<file path="config.mk">
export PLATFORM = sky130hd
export DESIGN_NAME = fp32_chk_fifo
export DESIGN_NICKNAME = d
export VERILOG_FILES = /design/src/rtl/fp32_mul_result_checker_fifo.sv
export SDC_FILE = /design/constraint.sdc
export NUM_CORES = 1
export LEC_CHECK = 0
export CAP_MARGIN = 20
export CORE_MARGIN = 3
export CORE_UTILIZATION = 55
export CTS_CLUSTER_SIZE = 25
export DETAILED_ROUTE_END_ITERATION = 8
export PLACE_DENSITY = 0.75
export RECOVER_POWER = 25
export SLEW_MARGIN = 20
export SYNTH_ARGS = -nofsm -noshare
export SYNTH_HDL_FRONTEND = slang
export SYNTH_SLANG_ARGS = --single-unit
</file>
<file path="constraint.sdc">
create_clock -name clk -period 3.8 [get_ports clk]
set_input_delay 0.76 -clock clk [delete_from_list [all_inputs] [get_ports clk]]
set_output_delay 0.76 -clock clk [all_outputs]
set_load 0.03 [all_outputs]
</file>
<file path="src/rtl/fp32_mul_result_checker_fifo.sv">
// fp32_chk_fifo: synchronous FIFO holding pending expectations.
//   clk, rst      - rising-edge clock, synchronous active-high reset
//   i_push/i_data - write one entry (caller guarantees !o_full)
//   i_pop         - drop head entry (caller guarantees !o_empty)
//   o_data        - current head entry (first-word fall-through)
//   o_full/o_empty/o_level - occupancy status
module fp32_chk_fifo #(
  parameter int unsigned DEPTH = 8,
  parameter int unsigned W     = 32
) (
  input  logic                     clk,
  input  logic                     rst,
  input  logic                     i_push,
  input  logic [W-1:0]             i_data,
  input  logic                     i_pop,
  output logic [W-1:0]             o_data,
  output logic                     o_full,
  output logic                     o_empty,
  output logic [$clog2(DEPTH):0]   o_level
);
  localparam int unsigned AW = $clog2(DEPTH);
  localparam int unsigned LW = AW + 1;

  logic [W-1:0]  r_mem [DEPTH];
  logic [AW-1:0] r_wr_ptr;
  logic [AW-1:0] r_rd_ptr;
  logic [LW-1:0] r_level;

  always_ff @(posedge clk) begin
    if (i_push) r_mem[r_wr_ptr] <= i_data;
  end

  always_ff @(posedge clk) begin
    if (rst) begin
      r_wr_ptr <= '0;
      r_rd_ptr <= '0;
      r_level  <= '0;
    end else begin
      if (i_push) r_wr_ptr <= r_wr_ptr + AW'(1);
      if (i_pop)  r_rd_ptr <= r_rd_ptr + AW'(1);
      r_level <= r_level + LW'(i_push) - LW'(i_pop);
    end
  end

  assign o_data  = r_mem[r_rd_ptr];
  assign o_full  = (r_level == LW'(DEPTH));
  assign o_empty = (r_level == '0);
  assign o_level = r_level;
endmodule

</file>
==> flow_results.xml <==
<?xml version="1.0" encoding="UTF-8"?>
<metrics>
  <group name="outcome">
    <metric name="outcome" unit="">finished, final reports clean</metric>
  </group>
  <group name="logic_synthesis">
    <metric name="synthCells" unit="">440</metric>
    <metric name="async_reset_ff_frac" unit="">0</metric>
    <metric name="synth_most_common_cell" unit="">sky130_fd_sc_hd__edfxtp_1</metric>
    <metric name="netlist_area" unit="mm²">0.0104</metric>
    <metric name="ys_ff_latch" unit="">269</metric>
    <metric name="synth_top_cell_area_share" unit="">0.740</metric>
    <metric name="portion_of_the_post_synthesis_area_used_by_sequential_elements" unit="">0.765</metric>
    <metric name="yosys_most_used_dff" unit="">sky130_fd_sc_hd__edfxtp_1</metric>
    <metric name="synth_cell_types" unit="">24</metric>
    <metric name="synth.largest_area_cell" unit="">sky130_fd_sc_hd__edfxtp_1</metric>
    <metric name="synthesized_net_count" unit="">485</metric>
    <metric name="synth-edff-count" unit="">256</metric>
    <metric name="synth.area.top_cells" unit="">sky130_fd_sc_hd__edfxtp_1 74%, sky130_fd_sc_hd__mux4_1 10%, sky130_fd_sc_hd__mux4_2 5.2%</metric>
    <metric name="synth_warnings" unit="">0</metric>
    <metric name="synth_commonest_cells" unit="">256 x sky130_fd_sc_hd__edfxtp_1, 40 x sky130_fd_sc_hd__mux4_1, 32 x sky130_fd_sc_hd__mux2_2</metric>
    <metric name="synth_area_per_cell" unit="µm²">23.6</metric>
  </group>
  <group name="clock_network">
    <metric name="cts_hold_buffers" unit="">0</metric>
    <metric name="cts.clk_slew.worst_paths" unit="ps">60</metric>
    <metric name="cells_resized_by_post_cts_repair" unit="">0</metric>
    <metric name="cts_max_path_buffers" unit="">3</metric>
    <metric name="htree_num_levels" unit="">1</metric>
    <metric name="cts_root_buffer" unit="">sky130_fd_sc_hd__clkbuf_16</metric>
    <metric name="clkLatencyLatePin" unit="ps">520</metric>
    <metric name="tritoncts" unit="">yes</metric>
    <metric name="numCtsBuffers" unit="">26</metric>
    <metric name="postCtsSetupBuffers" unit="">0</metric>
    <metric name="clock_sink_count" unit="">269</metric>
  </group>
  <group name="route">
    <metric name="route.detailed.wl_per_inst" unit="µm">23.7</metric>
    <metric name="routed-via-count" unit="">4720</metric>
    <metric name="detailedRoute.firstPassIterationCount" unit="">4</metric>
    <metric name="ant_nets" unit="">0</metric>
    <metric name="route.met3.wl" unit="µm">1120</metric>
    <metric name="dr_vias_cell" unit="">5.94</metric>
    <metric name="wl" unit="µm">18800</metric>
    <metric name="met1Wirelength" unit="µm">7630</metric>
    <metric name="drt_first_iter_violations" unit="">387</metric>
    <metric name="drc" unit="">0</metric>
    <metric name="maxUsedRoutingLayer" unit="">met5</metric>
    <metric name="routed-wl-met2" unit="µm">9780</metric>
  </group>
  <group name="floorplan">
    <metric name="placementRows" unit="">49</metric>
    <metric name="die_area" unit="mm²">0.0206</metric>
    <metric name="floorplan.die.height" unit="µm">143</metric>
    <metric name="starting_density_of_the_core" unit="">0.569</metric>
    <metric name="fp.coreArea" unit="mm²">0.0183</metric>
    <metric name="die_w" unit="µm">143</metric>
    <metric name="io_pins" unit="">74</metric>
  </group>
  <group name="final_layout">
    <metric name="num-fill-cells" unit="">1104</metric>
    <metric name="post_route_cells_drive_above_1_share" unit="">0.229</metric>
    <metric name="nets" unit="">589</metric>
    <metric name="areaGrowthSynthToFinish" unit="%">19.7</metric>
  </group>
  <group name="sta">
    <metric name="whs" unit="ps">557</metric>
    <metric name="final.min_clock_period" unit="ps">3670</metric>
    <metric name="final.setup_skew" unit="ps">11.1</metric>
    <metric name="worstMarginPinSlew" unit="ps">661</metric>
    <metric name="maxSlewViolCount" unit="">0</metric>
    <metric name="sum_of_negative_setup_slack" unit="ps">0</metric>
    <metric name="finalSetupViolCount" unit="">0</metric>
    <metric name="rsz0062_at_grt" unit="">false</metric>
    <metric name="slew-limit-headroom" unit="">0.558</metric>
    <metric name="period_share" unit="">0.967</metric>
    <metric name="fmaxAchievable" unit="MHz">272</metric>
    <metric name="report.final.hold_viol_count" unit="">0</metric>
  </group>
  <group name="hold_path">
    <metric name="min_path_type" unit="">reg2reg</metric>
  </group>
  <group name="global_route">
    <metric name="track_usage" unit="">0.188</metric>
    <metric name="grt_max_degree" unit="">35</metric>
    <metric name="grt_antenna_before_repair" unit="">2</metric>
    <metric name="wire_length_of_the_first_global_routing_pass" unit="µm">28800</metric>
    <metric name="grt_pass1_vias" unit="">5010</metric>
    <metric name="grt_remaining_overflow" unit="">0</metric>
  </group>
  <group name="worst_setup_path">
    <metric name="path_max_fanout" unit="">34</metric>
    <metric name="critical_path_required" unit="ps">3040</metric>
    <metric name="critical_path.startpoint_type" unit="">flop</metric>
    <metric name="worst_setup_path_end_kind" unit="">output port</metric>
    <metric name="worst-setup-path-type" unit="">reg2out</metric>
    <metric name="worst-endpoint-arrival" unit="ps">2910</metric>
  </group>
  <group name="placed_design">
    <metric name="port-buffer-count" unit="">73</metric>
    <metric name="place_congestion" unit="">0.681</metric>
    <metric name="detailedPlacementHpwl" unit="µm">10900</metric>
  </group>
  <group name="flow_run">
    <metric name="drv_cap" unit="">0</metric>
  </group>
  <group name="power">
    <metric name="max_ir_drop_vdd" unit="mV">0.347</metric>
    <metric name="leakage_power_summed_over_all_cells" unit="nW">4.05</metric>
    <metric name="power_density" unit="mW/mm²">546</metric>
  </group>
</metrics>
-- per-layer routing --
layer	vias up	global-route usage
met5	-	0
met4	2	0.0391
met3	21	0.0359
met2	153	0.324
met1	2458	0.256
li1	2086	-
-- worst max-delay path, stage by stage, from the launching register on --
cell	delay [ps]
sky130_fd_sc_hd__dfxtp_4	540
sky130_fd_sc_hd__buf_12	300
sky130_fd_sc_hd__mux4_1	640
sky130_fd_sc_hd__mux2_2	310
sky130_fd_sc_hd__clkdlybuf4s50_1	600
-- worst paths after layout --
check	startpoint	to	slack [ps]	depth (start not counted)
max reg2reg	r_wr_ptr[0]$_SDFFE_PP0P_	r_mem[5][11]$_DFFE_PP_	1970	3
min reg2reg	r_wr_ptr[2]$_SDFFE_PP0P_	r_wr_ptr[2]$_SDFFE_PP0P_	560	2
min	r_wr_ptr[2]$_SDFFE_PP0P_	r_wr_ptr[2]$_SDFFE_PP0P_	560	2
max	flop	o_data[20]	130	4
-- placed cells by master (no fill, tap or decap) --
| master | n |
|---|---|
| sky130_fd_sc_hd__nor2_1 | 10 |
| sky130_fd_sc_hd__a31o_2 | 1 |
| sky130_fd_sc_hd__clkdlybuf4s50_1 | 52 |
| sky130_fd_sc_hd__nand2_1 | 4 |
| sky130_fd_sc_hd__mux2_2 | 32 |
| sky130_fd_sc_hd__dfxtp_2 | 2 |
| sky130_fd_sc_hd__nand2b_1 | 4 |
| sky130_fd_sc_hd__clkinv_4 | 2 |
| sky130_fd_sc_hd__inv_6 | 1 |
| sky130_fd_sc_hd__and3_1 | 2 |
| sky130_fd_sc_hd__clkinv_1 | 3 |
| sky130_fd_sc_hd__xor2_1 | 3 |
| sky130_fd_sc_hd__edfxtp_1 | 256 |
| sky130_fd_sc_hd__nand3_1 | 1 |
| sky130_fd_sc_hd__dlygate4sd3_1 | 21 |
| sky130_fd_sc_hd__buf_12 | 4 |
| sky130_fd_sc_hd__clkinv_2 | 4 |
| sky130_fd_sc_hd__bufinv_16 | 4 |
| sky130_fd_sc_hd__fa_1 | 1 |
| sky130_fd_sc_hd__clkbuf_1 | 6 |
| sky130_fd_sc_hd__buf_4 | 18 |
| sky130_fd_sc_hd__nor2b_1 | 1 |
| sky130_fd_sc_hd__ha_1 | 8 |
| sky130_fd_sc_hd__mux2i_1 | 2 |
| sky130_fd_sc_hd__mux4_2 | 24 |
| sky130_fd_sc_hd__mux4_1 | 40 |
| sky130_fd_sc_hd__nor2_4 | 6 |
| sky130_fd_sc_hd__clkbuf_16 | 27 |
| sky130_fd_sc_hd__diode_2 | 1 |
| sky130_fd_sc_hd__dfxtp_4 | 1 |
| sky130_fd_sc_hd__clkinvlp_4 | 1 |
| sky130_fd_sc_hd__inv_1 | 7 |
| sky130_fd_sc_hd__nor3_2 | 2 |
| sky130_fd_sc_hd__xnor2_1 | 2 |
| sky130_fd_sc_hd__dfxtp_1 | 10 |
| sky130_fd_sc_hd__a21oi_1 | 2 |
-- cell type report --
class                      count  area, µm²  share of cell area
tap                          229        287              0.0230
clock inverter                15        185              0.0149
clock buffer                  33        698              0.0561
sequential                   269       7950               0.639
multi-input combinational    145       2340               0.188
timing repair buffer          95        946              0.0760
inverter                       7       26.3             0.00211
antenna                        1       2.50            0.000201
-- flip-flops by register name, summed over array words and instances (netlist names), named ones only --
signal / count
o_level: 4
r_wr_ptr: 3
r_rd_ptr: 3
r_mem: 256
-- metrics by stage --
step / setup WS, ps / cell area (µm²) / total power, W / instances / util
after global placement: 708 / 11600 / 0.00424 / 745 / 0.633
after floorplan: 279 / 10400 / 0.00394 / 440 / -
after detailed placement: 671 / 11600 / 0.00427 / 745 / 0.633
final: 125 / 12400 / 0.00680 / 794 / 0.681
after CTS: 77.3 / 12400 / 0.00688 / 793 / 0.681
after global routing: 26.4 / 12400 / 0.00704 / 794 / 0.681
-- logic make-up (layout without fill, tap and decap cells) --
kind of cell / Yosys count / in the layout / synth area share
buffers and inverters: 26 / 150 / 0.0152
multiplexers: 98 / 98 / 0.190
AND/OR/NAND/NOR: 30 / 30 / 0.0129
AO/OA/AOI/OAI: 3 / 3 / 0.00181
flip-flops: 269 / 269 / 0.765
XOR/XNOR: 5 / 5 / 0.00421
adder cells (fa/ha/maj): 9 / 9 / 0.0116
other: 0 / 1 / 0
-- where the power goes --
group	switching [W]	internal [W]
Combinational	0.000427	0.000380
Clock	0.00102	0.00158
Sequential	0.0000475	0.00334
No activity file was read; power rests on OpenSTA's default activity.
